### src/rtl/gpr_seq_ctrl.sv
// Command sequencer driving a 4-bit universal shift register (mode, parallel data, serial inputs).
// Optional feature macro: GPR_SEQ_ROTATE_EN enables ROR/ROL using the Q_fb feedback port.
module gpr_seq_ctrl (
    input  logic       CLK,
    input  logic       CLR,
    input  logic       cmd_valid,
    output logic       cmd_ready,
    input  logic [2:0] cmd_op,
    input  logic [1:0] cmd_cnt,
    input  logic [3:0] cmd_data,
    input  logic       cmd_fill,
    input  logic [3:0] Q_fb,
    output logic [1:0] S,
    output logic [3:0] X,
    output logic       r_in,
    output logic       l_in,
    output logic       done,
    output logic       busy
);

    localparam logic [2:0] OP_NOP   = 3'b000;
    localparam logic [2:0] OP_LOAD  = 3'b001;
    localparam logic [2:0] OP_SHR   = 3'b010;
    localparam logic [2:0] OP_SHL   = 3'b011;
    localparam logic [2:0] OP_ROR   = 3'b100;
    localparam logic [2:0] OP_ROL   = 3'b101;
    localparam logic [2:0] OP_CLEAR = 3'b110;

    typedef enum logic [1:0] {
        ST_IDLE = 2'b00,
        ST_EXEC = 2'b01,
        ST_DONE = 2'b10
    } state_t;

    state_t     state_r;
    state_t     state_nxt_s;
    logic [2:0] op_r;
    logic [3:0] data_r;
    logic       fill_r;
    logic [1:0] cnt_r;
    logic [2:0] op_dec_s;
    logic       multi_s;
    logic       accept_s;

`ifndef GPR_SEQ_ROTATE_EN
    logic       unused_q_fb_s;
    assign unused_q_fb_s = ^Q_fb;
`endif

    assign cmd_ready = (state_r != ST_EXEC);
    assign accept_s  = cmd_valid & cmd_ready;

    // Decode incoming opcode; rotates collapse to a single hold step when not built in
    always_comb begin
        op_dec_s = cmd_op;
`ifndef GPR_SEQ_ROTATE_EN
        if ((cmd_op == OP_ROR) || (cmd_op == OP_ROL)) begin
            op_dec_s = OP_NOP;
        end else begin
            op_dec_s = cmd_op;
        end
`endif
        case (op_dec_s)
            OP_SHR, OP_SHL, OP_ROR, OP_ROL: multi_s = 1'b1;
            default:                        multi_s = 1'b0;
        endcase
    end

    // Next-state logic; cnt_r holds remaining steps minus one
    always_comb begin
        state_nxt_s = state_r;
        case (state_r)
            ST_IDLE: begin
                if (accept_s) state_nxt_s = ST_EXEC;
                else          state_nxt_s = ST_IDLE;
            end
            ST_EXEC: begin
                if (cnt_r == 2'd0) state_nxt_s = ST_DONE;
                else               state_nxt_s = ST_EXEC;
            end
            ST_DONE: begin
                if (accept_s) state_nxt_s = ST_EXEC;
                else          state_nxt_s = ST_IDLE;
            end
            default: state_nxt_s = ST_IDLE;
        endcase
    end

    // State and command registers; CLR aborts any command in flight
    always_ff @(posedge CLK) begin
        if (CLR) begin
            state_r <= ST_IDLE;
            op_r    <= OP_NOP;
            data_r  <= 4'b0000;
            fill_r  <= 1'b0;
            cnt_r   <= 2'd0;
        end else begin
            state_r <= state_nxt_s;
            if (accept_s) begin
                op_r   <= op_dec_s;
                data_r <= cmd_data;
                fill_r <= cmd_fill;
                cnt_r  <= multi_s ? cmd_cnt : 2'd0;
            end else if ((state_r == ST_EXEC) && (cnt_r != 2'd0)) begin
                cnt_r  <= cnt_r - 2'd1;
            end else begin
                cnt_r  <= cnt_r;
            end
        end
    end

    // GPR control outputs from state and latched op; rotate serial bits come straight from Q_fb
    always_comb begin
        S    = 2'b00;
        X    = 4'b0000;
        r_in = 1'b0;
        l_in = 1'b0;
        done = (state_r == ST_DONE);
        busy = (state_r == ST_EXEC);
        if (state_r == ST_EXEC) begin
            case (op_r)
                OP_LOAD:  begin S = 2'b11; X = data_r; end
                OP_CLEAR: begin S = 2'b11; X = 4'b0000; end
                OP_SHR:   begin S = 2'b01; r_in = fill_r; end
                OP_SHL:   begin S = 2'b10; l_in = fill_r; end
`ifdef GPR_SEQ_ROTATE_EN
                OP_ROR:   begin S = 2'b01; r_in = Q_fb[0]; end
                OP_ROL:   begin S = 2'b10; l_in = Q_fb[3]; end
`endif
                default:  S = 2'b00;
            endcase
        end else begin
            S = 2'b00;
        end
    end

endmodule
### config.mk
export PLATFORM = sky130hd
export DESIGN_NAME = gpr_seq_ctrl
export DESIGN_NICKNAME = d
export VERILOG_FILES = /design/src/rtl/gpr_seq_ctrl.sv
export SDC_FILE = /design/constraint.sdc
export NUM_CORES = 1
export LEC_CHECK = 0
export CORE_AREA = 5 5 43 52
export DETAILED_ROUTE_END_ITERATION = 10
export DIE_AREA = 0 0 48 57
export PLACE_DENSITY = 0.81
export SLEW_MARGIN = 20
export SYNTH_ARGS = -nofsm -noshare
export SYNTH_HDL_FRONTEND = slang
export SYNTH_SLANG_ARGS = --single-unit
### constraint.sdc
create_clock -name CLK -period 1.8 [get_ports CLK]
set_input_delay 0.18 -clock CLK [delete_from_list [all_inputs] [get_ports CLK]]
set_output_delay 0.18 -clock CLK [all_outputs]
set_load 0.03 [all_outputs]
## Word-level counts from Yosys, hierarchy flattened

Index checks and enable logic that the tools add are counted.

| operators by class | value |
|---|---|
| add/subtract/negate cells | 1 |
| equality and inequality tests | 13 |
| muxes and demuxes | 16 |
| bitwise operators | 1 |
| reductions and logical operators | 9 |

Operators by type and width:

| cell | count |
|---|---|
| $eq 3x3->1 const B | 5 |
| $eq 3x2->1 const B | 4 |
| $mux 2 | 5 |
| $mux 4 | 2 |
| $mux 1 | 6 |
| $pmux 2 s3 | 1 |
| $logic_not 2->1 | 2 |
| $pmux 2 s2 | 1 |
| $reduce_bool 2->1 | 2 |
| $reduce_or 2->1 | 2 |
| $reduce_or 4->1 | 1 |
| $eq 3x1->1 const B | 1 |
| $mux 3 | 1 |
| $eq 2x1->1 const B | 1 |
| $eq 2x2->1 const B | 1 |
| $ne 2x1->1 const B | 1 |
| $sub 2x1->2 const B | 1 |
| $and 1x1->1 | 1 |
| $logic_and 1x1->1 | 1 |
| $logic_or 1x1->1 | 1 |

| storage, ports and cells | value |
|---|---|
| bits in registers | 12 |
| bits of input ports | 17 |
| output and inout port bits | 11 |
| word-level logic and storage cells | 45 |

## Logic depth before layout (Yosys ltp)

Gate-level depths: netlist of run 1.

| logic depth | value |
|---|---|
| depth after elaboration | 8 |
| gate-level depth with buffers | 5 |
| mapped depth without buffers | 5 |

## Worst setup path after synthesis of run 1

No wires, ideal clock.

| timing path | value |
|---|---|
| path kind | register to output |
| start point | register state_r[1] |
| end point | output port r_in |
| arrival | 1,581 ps |
| required time | 1,620 ps |
| slack | 39 ps |
| cell stages (with the launch flop) | 6 |
| buffers on the path | 1 |
| cell sequence | dfxtp_1 nand2b_1 buf_6 clkinv_1 nand3_1 nor3_1 |

| on the way | value |
|---|---|
| longest elaborated chain between the ends | 2 |

Ends and longest elaborated chain:

| item | RTL line | source |
|---|---|---|
| start, declared | 35 | `state_t state_r;` |
| start signal, assigned | 98 | `state_r <= state_nxt_s;` |
| $eq 2x1->1 | - |  |
| net busy | 18 | `output logic busy` |
| $mux 1 | 120 | `if (state_r == ST_EXEC) begin` |
| end, declared | 15 | `output logic r_in,` |

The timed path passes the listed nets, and every way through them passes these cells.

## Final worst setup path of run 1

| timing path | value |
|---|---|
| start point | register op_r[2] |
| end point | output port S[0] |

| on the way | value |
|---|---|
| longest elaborated chain between the ends | 4 |
| elaborated cells on any way between the ends | 7 |
| those cells by class | 4 x eq/ne; 2 x mux; 1 x reduce/logical |

Ends and longest elaborated chain:

| item | RTL line | source |
|---|---|---|
| start, declared | 37 | `logic [2:0] op_r;` |
| start signal, assigned | 100 | `op_r <= op_dec_s;` |
| $eq 3x3->1 or $eq 3x1->1 (tied branches) | 121 | `case (op_r)` |
| $reduce_or 2->1 (no source line) | - |  |
| $pmux 2 s3 (*) | 121 |  |
| $mux 2 (*) | 120 |  |
| end, declared | 13 | `output logic [1:0] S,` |

Every way passes the cells marked *; elsewhere a longest branch is shown, timed or not.

==> flow_summary_export.csv, run 1 <==
group,metric,value,unit
yosys,synth_common_cells,"dfxtp_1 (12), a21oi_1 (10), o21ai_0 (8)",
worst_setup_path,crit_slowest_cell,"clkdlybuf4s15_1",
yosys,synthesis.nets,92,
power_and_ir_drop,finalPower,615.9,µW
floorplanning,die_y,57,µm
yosys,avgSynthCellArea,8.285,µm²
yosys,synth.cell_area,613.1,µm²
sta,fin_tns_setup,0,ps
floorplanning,dieArea,2736,µm²
global_routing,antenna_found_initial,0,
sta,hold_viol,0,
drt,via_per_inst,5.183,
drt,postRouteAntennaNets,0,
worst_setup_path,rrSetupSlack,380,ps
global_routing,grt_pass1_vias,574,
drt,drt-pass1-iter-count,4,
clock_tree,clockBufferDepth,2,
sta,setup_viol,0,
drt,dr.first_iter.drc_count,20,
yosys,synth_area_leaders,"dfxtp_1 (39%), a21oi_1 (8.2%), o21ai_0 (6.5%)",
drt,wl_per_cell,12.38,µm
global_routing,grt_pass1_wl,2.359,mm
drt,drcViolationCount,0,
sta,worst_pin_slew,304.2,ps
floorplanning,initial_core_util,0.3515,
min_path,hold_path.class,"input port to flip-flop",
sta,fmax,0.5738,GHz
yosys,yosysTopAreaCell,"dfxtp_1",
power_and_ir_drop,ir_drop,0.0003110,V
sta,grt_setup_unrepaired,"true",
worst_setup_path,end_kind,"primary output",
worst_setup_path,r2r-start,"cnt_r[0]",
placed_design,gp_congestion,0.8529,
placed_design,placed_area,857.1,µm²
clock_tree,tritoncts,"done",
clock_tree,path_clk_slew,80,ps
floorplanning,fp.dieW,48,µm
global_routing,globalRoute.totalOverflow,0,
yosys,synth_cells,74,
job,cap_violations,0,
sta,maxSlewViolCount,0,
status,status,"finished clean",
yosys,yosysMostFrequentCell,"dfxtp_1",
layout,syn2layout_area_growth,46.73,%
drt,wirelength,1.485,mm
sta,holdWs,464.3,ps
global_routing,grt_max_degree,19,
yosys,ys_ff_latch,12,
worst_setup_path,crit_chain,"nand2b_1, mux2_2, nor2_1, clkdlybuf4s15_1",
layout,antenna_cells,0,
clock_tree,cts_buffers,3,
sta,timing.final.crit_share,0.9682,
yosys,synth-async-reset-ratio,0,
power_and_ir_drop,leakage,0.3613,nW
yosys,ys.flop_type,"dfxtp_1",
placed_design,dp_hpwl,1.167,mm
worst_setup_path,path_class,"flip-flop to primary output",
worst_setup_path,crit_fanout,4,
drt,num_vias,622,
layout,nNetsFinal,120,
placed_design,port_buffers,23,
min_path,hp-start,"cmd_data[2]",
yosys,ys_warn_count,0,
sta,period_needed,1743,ps
floorplanning,pin_count,28,
floorplanning,rows,17,
floorplanning,core,1744,µm²
yosys,yosysSeqAreaShare,0.3918,
power_and_ir_drop,power.density,684.7,nW/µm²
worst_setup_path,critPathMaxStageDelay,370,ps
worst_setup_path,crit_required,1620,ps
sta,slew_headroom,0.7966,
yosys,synth_top_area_share,0.3918,
clock_tree,htree_levels,1,
layout,layout-drive-gt1-share,0.1683,
yosys,synth_edf_count,0,
clock_tree,insertion_delay,270,ps
min_path,min_path_cells,3,
min_path,holdPathEnd,"data_r[2]",
worst_setup_path,r2r_cells,5,
yosys,yosysUniqueCellTypes,28,
worst_setup_path,crit_path_start_kind,"flip-flop",
clock_tree,cts_root_buf,"clkbuf_4",
worst_setup_path,arrival,1560,ps
worst_setup_path,worst_r2r_endpoint,"cnt_r[1]",
layout,postLayoutCellArea,899.6,µm²
clock_tree,hold_buffers,0,
sta,skew,6.664,ps
global_routing,track_usage,0.1186,
clock_tree,cts.sinks,12,
==> metal layers <==
layer | up-vias | GRT usage | routed length, µm
li1 | 320 | - | -
met1 | 277 | 0.1216 | 579
met2 | 25 | 0.2023 | 741
met3 | 0 | 0.04101 | 163
met4 | 0 | 0.05769 | 0
met5 | - | 0 | 0
==> report_power, final <==
part / internal [mW] / switching [mW] / total [mW]
Combinational: 0.0573 / 0.0595 / 0.117
Clock: 0.123 / 0.0862 / 0.209
Sequential: 0.280 / 0.00989 / 0.290
Total: 0.460 / 0.156 / 0.616
==> cell families (layout without fill, tap and decap cells) <==
family,after synthesis,after routing,share of synthesized area
buffers and inverters,10,37,0.08162
adder cells (fa/ha/maj),1,1,0.02040
AO/OA/AOI/OAI,22,22,0.2123
multiplexers,1,1,0.01837
AND/OR/NAND/NOR,28,28,0.2755
flip-flops,12,12,0.3918
==> per-stage QoR <==
stage,instances,util,setup WS [ps]
3_3_place_gp,116,0.4914,116.0
2_1_floorplan,74,-,38.94
6_report,120,0.5158,57.27
3_5_place_dp,116,0.4914,94.58
5_1_grt,120,0.5158,-6.639
4_1_cts,120,0.5115,45.43
==> layout make-up <==
class / instances / area, µm²
Fill cell: 177 / 844.6
Timing Repair Buffer: 27 / 242.7
Tap cell: 19 / 23.77
Multi-Input combinational cell: 52 / 334.1
Sequential cell: 12 / 240.2
Clock buffer: 4 / 36.28
Inverter: 6 / 22.52
==> worst max-delay path by stage <==
| stage | slack (ps) | from | endpoint | cells past startpoint |
|---|---|---|---|---|
| global route | -7 | op_r[2] | S[0] | 4 |
| finish | 60 | op_r[2] | S[0] | 4 |
| detailed placement | 90 | op_r[2] | S[0] | 4 |
| global placement | 120 | op_r[2] | S[0] | 4 |
| floorplan | 40 | state_r[1] | r_in | 5 |
| CTS | 50 | op_r[2] | S[0] | 4 |
==> worst max-delay path: cells and delay by family, from the launching register on <==
family | cells | cell delay, ps
buffers and inverters | 1 | 370
flip-flops | 1 | 330
AND/OR/NAND/NOR | 2 | 300
multiplexers | 1 | 300
==> flip-flops by register name, summed over array words and instances, names as in the netlist <==
name / cells
cnt_r: 2
op_r: 3
fill_r: 1
state_r: 2
data_r: 4
==> timing repair <==
action	in CTS	in global routing
buffers inserted	0	0
gates resized for setup	6	2
setup endpoints to repair	9	5
==> cell usage in the layout, fill, tap and decap left out, types with 2 or more instances in the layout <==
| master | instances |
|---|---|
| inv_1 | 5 |
| nor2_1 | 3 |
| buf_4 | 9 |
| a21oi_1 | 10 |
| nand2b_1 | 2 |
| o21ai_0 | 8 |
| and2_1 | 4 |
| nor4_1 | 2 |
| clkdlybuf4s50_1 | 13 |
| nand3_1 | 7 |
| dlygate4sd2_1 | 4 |
| clkbuf_4 | 3 |
| dfxtp_1 | 12 |
| nor3b_1 | 2 |
Note: power is estimated with default switching activity, not from simulation.
==> inputs of run 2 (changes only) <==
--- a/config.mk
+++ b/config.mk
@@ -9,6 +9,7 @@
 export DETAILED_ROUTE_END_ITERATION = 10
 export DIE_AREA = 0 0 48 57
 export PLACE_DENSITY = 0.81
+export SKIP_CTS_REPAIR_TIMING = 1
 export SLEW_MARGIN = 20
 export SYNTH_ARGS = -nofsm -noshare
 export SYNTH_HDL_FRONTEND = slang
==> run 2 against run 1 <==
Effect of this change:
- maximum frequency grew 4.8%
- design area grew 1.9%
- via count grew 0.96%
- worst hold slack gained 0.67 ps
- non-clock buffer count is the same
- flip-flop and latch count is the same
- sequential power is essentially flat
- largest cell class unchanged
- worst setup slack gained 80 ps
- first-iteration DRC count grew 5.0%
- critical path depth grew 1
- power grew 0.35%
- clock power is essentially flat
==> flow_summary_export.csv, run 2 (synthesized netlist as in run 1, its figures left out) <==
group,metric,value,unit
status,status,"finished clean",
sta,timing.final.crit_share,0.9239,
layout,syn2layout_area_growth,49.59,%
power_and_ir_drop,switching_share,0.2519,
layout,layout-drive-gt1-share,0.1683,
layout,top_register,"data_r",
global_routing,grt_max_degree,19,
power_and_ir_drop,power.density,673.9,nW/µm²
clock_tree,insertion_delay,270,ps
layout,final_common_cell,"clkdlybuf4s50_1",
sta,slew_headroom,0.7818,
worst_setup_path,r2r-start,"cnt_r[0]",
drt,drt-pass1-iter-count,4,
sta,worst_slack,136.9,ps
layout,multi_input_area,334.1,µm²
drt,dr.first_iter.drc_count,21,
drt,drcViolationCount,0,
floorplanning,initial_core_util,0.3515,
floorplanning,pin_count,28,
worst_setup_path,arrival,1480,ps
min_path,hp-start,"cmd_data[2]",
floorplanning,core,1744,µm²
worst_setup_path,crit_path_start_kind,"flip-flop",
worst_setup_path,path_class,"flip-flop to primary output",
power_and_ir_drop,finalPower,618.1,µW
clock_tree,htree_levels,1,
power_and_ir_drop,p_seq_frac,0.470,
sta,period_needed,1663,ps
drt,via_per_inst,5.233,
power_and_ir_drop,leakage,0.4216,nW
placed_design,place_ws,94.58,ps
worst_setup_path,crit_start,"state_r[1]",
layout,seq_area,240.2,µm²
global_routing,grt_pass1_wl,2.339,mm
power_and_ir_drop,p_int,462.3,µW
floorplanning,die_y,57,µm
floorplanning,dieArea,2736,µm²
layout,largest_reg_flops,4,
job,cap_violations,0,
sta,fmax,0.6013,GHz
placed_design,dp_hpwl,1.167,mm
layout,largestRegisters,"data_r x4, op_r x3",
clock_tree,tritoncts,"done",
power_and_ir_drop,combPwrFrac,0.192,
global_routing,grt_pass1_vias,571,
drt,wl_per_cell,12.61,µm
worst_setup_path,crit_fanout,18,
worst_setup_path,end_kind,"primary output",
clock_tree,cts_root_buf,"clkbuf_4",
worst_setup_path,crit_required,1620,ps
layout,antenna_cells,0,
clock_tree,path_clk_slew,80,ps
global_routing,track_usage,0.1174,
layout,nNetsFinal,120,
floorplanning,fp.dieW,48,µm
clock_tree,cts.sinks,12,
min_path,hold_path.class,"input port to flip-flop",
sta,worst_pin_slew,326.8,ps
clock_tree,clockBufferDepth,2,
layout,final_cell_mix,"clkdlybuf4s50_1 (13), dfxtp_1 (12), a21oi_1 (10), buf_4 (9), o21ai_0 (8)",
sta,grt_setup_unrepaired,"false",
drt,num_vias,628,
power_and_ir_drop,clockPowerShare,0.338,
drt,wirelength,1.513,mm
sta,skew,6.664,ps
global_routing,antenna_found_initial,0,
clock_tree,cts_buffers,3,
layout,fill_cells,170,
placed_design,port_buffers,23,
global_routing,globalRoute.totalOverflow,0,
power_and_ir_drop,p_sw,155.7,µW
sta,hold_viol,0,
power_and_ir_drop,ir_drop,0.0003117,V
placed_design,gp_congestion,0.8529,
sta,holdWs,465.0,ps
sta,setup_viol,0,
sta,maxSlewViolCount,0,
floorplanning,rows,17,
drt,postRouteAntennaNets,0,
[run 2: cell types whose count changed in the layout (fill, tap and decap cells not counted)]
cell / delta
clkdlybuf4s15_1: -1
dlygate4sd2_1: -4
dlymetal6s2s_1: +5
[run 2: path summary, 6_finish.rpt]
path	end	slack, ps	depth (start not counted)
worst max-delay path	X[3]	140	5
worst min-delay path	data_r[2]	470	3
worst max register to register	cnt_r[1]	380	5
worst min register to register	data_r[2]	470	2
[run 2: cell type report]
type	instances	area share
clock buffer	4	0.03956
inverter	6	0.02456
multi-input combinational	52	0.3643
sequential	12	0.2619
tap	19	0.02592
timing repair buffer	27	0.2838
[run 2: critical path, cell delays in order, from the launching register on]
cell and delay, ps:
dfxtp_1 330, nand2b_1 160, buf_4 210, nor3_4 210, and2_1 150, buf_4 150
[run 2: routing by layer]
layer	part of all wire	GRT usage	vias up	wire length (µm)
li1	-	-	319	-
met1	0.40	0.1216	282	605
met2	0.50	0.1985	27	749
met3	0.10	0.04101	0	158
met4	0	0.05769	0	0
met5	0	0	-	0
[run 2: power groups by stage]
stage          combinational, mW  sequential [mW]  clock (mW)
2_1_floorplan             0.0659            0.293           0
3_3_place_gp               0.116            0.295           0
3_5_place_dp               0.118            0.296           0
4_1_cts                    0.118            0.289       0.221
5_1_grt                    0.129            0.292       0.228
6_report                   0.119            0.290       0.209
[run 2: stage by stage]
stage	TNS [ps]	instance area [µm²]	utilization	std cells
2_1_floorplan	0	613.1	-	74
3_3_place_gp	0	857.1	0.4914	116
3_5_place_dp	0	857.1	0.4914	116
4_1_cts	-839.6	893.4	0.5122	120
5_1_grt	0	917.1	0.5258	120
6_report	0	917.1	0.5258	120
==> inputs of run 3 (changes only) <==
--- a/config.mk
+++ b/config.mk
@@ -5,10 +5,11 @@
 export SDC_FILE = /design/constraint.sdc
 export NUM_CORES = 1
 export LEC_CHECK = 0
-export CORE_AREA = 5 5 43 52
+export CORE_AREA = 5 5 42 44
 export DETAILED_ROUTE_END_ITERATION = 10
-export DIE_AREA = 0 0 48 57
-export PLACE_DENSITY = 0.81
+export DIE_AREA = 0 0 47 49
+export DONT_BUFFER_PORTS = 1
+export PLACE_DENSITY = 0.7
 export SKIP_CTS_REPAIR_TIMING = 1
 export SLEW_MARGIN = 20
 export SYNTH_ARGS = -nofsm -noshare
==> run 3 against run 2 <==
Effect of this change:
- core utilization down 0.44 points
- worst setup slack improved by 11 ps
- flip-flop and latch count stayed put
- sequential share of layout area increased by 6.7 points
- critical endpoint is now X[0]
- worst hold slack worse by 420 ps
- highest routed layer is now met4
- combinational power down 33%
- register-to-register slack about the same
- global-route usage grew 1.0 points
- sequential power hardly changed
==> flow_summary_export.csv, run 3 (synthesized netlist as in run 1, its figures left out) <==
group,metric,value,unit
status,status,"finished clean",
global_routing,grt_pass1_vias,525,
layout,fill_cells,145,
floorplanning,die_y,49,µm
worst_setup_path,crit_chain,"nand2b_2, nor3_2, and2_1, buf_4",
layout,layout-drive-gt1-share,0.2353,
floorplanning,rows,14,
clock_tree,cts_buffers,3,
clock_tree,htree_levels,1,
drt,wirelength,1.403,mm
min_path,min_path_cells,1,
worst_setup_path,worst_r2r_endpoint,"cnt_r[1]",
worst_setup_path,arrival,1470,ps
power_and_ir_drop,finalPower,535.6,µW
power_and_ir_drop,power.density,732.9,nW/µm²
layout,largest_reg_flops,4,
min_path,hold_path.class,"input port to flip-flop",
global_routing,track_usage,0.1276,
layout,utilization,0.5214,
worst_setup_path,crit_path_start_kind,"flip-flop",
clock_tree,insertion_delay,270,ps
layout,largestRegisters,"data_r x4, op_r x3",
drt,wl_per_cell,13.89,µm
worst_setup_path,crit_required,1620,ps
min_path,hp-start,"cmd_cnt[1]",
worst_setup_path,end_kind,"primary output",
layout,final_cell_mix,"dfxtp_1 (12), buf_4 (11), a21oi_1 (10), o21ai_0 (8), nand3_1 (7)",
power_and_ir_drop,ir_drop,0.0003579,V
sta,maxSlewViolCount,0,
placed_design,port_buffers,0,
floorplanning,core,1401,µm²
clock_tree,tritoncts,"done",
global_routing,grt_max_degree,15,
layout,final_common_cell,"dfxtp_1",
drt,postRouteAntennaNets,0,
worst_setup_path,crit_fanout,9,
min_path,holdPathEnd,"cnt_r[1]",
sta,worst_slack,148.4,ps
layout,syn2layout_area_growth,19.18,%
worst_setup_path,r2r_cells,5,
worst_setup_path,crit_slowest_cell,"dfxtp_1",
clock_tree,clockBufferDepth,2,
power_and_ir_drop,leakage,0.2906,nW
clock_tree,cts_root_buf,"clkbuf_4",
sta,fin_tns_setup,0,ps
sta,worst_pin_slew,591.8,ps
sta,skew,3.156,ps
worst_setup_path,r2r-start,"cnt_r[0]",
layout,top_register,"data_r",
worst_setup_path,critPathMaxStageDelay,330,ps
sta,fmax,0.6055,GHz
job,cap_violations,0,
sta,period_needed,1652,ps
placed_design,dp_hpwl,1.004,mm
sta,timing.final.crit_share,0.9175,
floorplanning,fp.dieW,47,µm
worst_setup_path,path_class,"flip-flop to primary output",
drt,num_vias,577,
drt,via_per_inst,5.713,
global_routing,globalRoute.totalOverflow,0,
sta,slew_headroom,0.6046,
clock_tree,path_clk_slew,70,ps
sta,hold_viol,0,
placed_design,place_ws,279.1,ps
floorplanning,pin_count,28,
worst_setup_path,rrSetupSlack,390,ps
drt,drcViolationCount,0,
clock_tree,cts.sinks,12,
sta,setup_viol,0,
global_routing,grt_pass1_wl,2.159,mm
floorplanning,initial_core_util,0.4375,
layout,nNetsFinal,105,
floorplanning,dieArea,2303,µm²
global_routing,antenna_found_initial,0,
placed_design,gp_congestion,0.6993,
drt,drt-pass1-iter-count,4,
layout,antenna_cells,0,
drt,dr.first_iter.drc_count,12,
-- run 3: cell types whose count changed in the layout (fill, tap and decap cells not counted) --
cell	before	now
dlymetal6s2s_1	5	0
nor3_2	0	1
nor3_4	1	0
inv_4	0	1
clkdlybuf4s50_1	13	0
nand2b_1	2	1
clkinv_1	1	0
buf_4	9	11
clkbuf_8	1	0
dlygate4sd3_1	0	1
nand2b_2	0	1
-- run 3: layout make-up --
type                    count  area, µm²  area share
inverters                   6      25.02     0.03425
multi-input cells          52      330.3      0.4521
flip-flops and latches     12      240.2      0.3288
repair buffers             12      92.59      0.1267
well taps                  16      20.02     0.02740
clock buffers               3      22.52     0.03082
-- run 3: worst max path at each step --
stage,from,end,cells past startpoint
after floorplan,state_r[1],r_in,5
after global placement,state_r[1],X[0],4
after detailed placement,state_r[1],r_in,5
after CTS,state_r[1],X[3],4
after global routing,state_r[1],r_in,5
final,state_r[1],X[0],4
-- run 3: routing by layer --
| layer | vias up | GRT usage | routed length, µm |
|---|---|---|---|
| li1 | 291 | - | - |
| met4 | 0 | 0.06912 | 8 |
| met3 | 2 | 0.02583 | 89 |
| met5 | - | 0 | 0 |
| met2 | 16 | 0.2104 | 737 |
| met1 | 268 | 0.1457 | 568 |
-- run 3: report_power, final --
| group | internal (mW) | switching, mW |
|---|---|---|
| Combinational | 0.0320 | 0.0475 |
| Sequential | 0.280 | 0.0102 |
| Clock | 0.0775 | 0.0882 |
| Total | 0.390 | 0.146 |
-- run 3: critical path: cells and delay by family (launching register included) --
| kind | cells | cell delay (ps) |
|---|---|---|
| buf+inv | 1 | 150 |
| flops | 1 | 330 |
| simple gates | 3 | 710 |
-- run 3: metrics by stage --
step / std cells / hold WS [ps] / area (µm²)
after floorplan: 74 / 318.7 / 613.1
after global placement: 97 / 251.0 / 688.2
after detailed placement: 97 / 252.8 / 688.2
after CTS: 100 / -39.50 / 710.7
after global routing: 101 / 40.68 / 730.7
final: 101 / 42.31 / 730.7
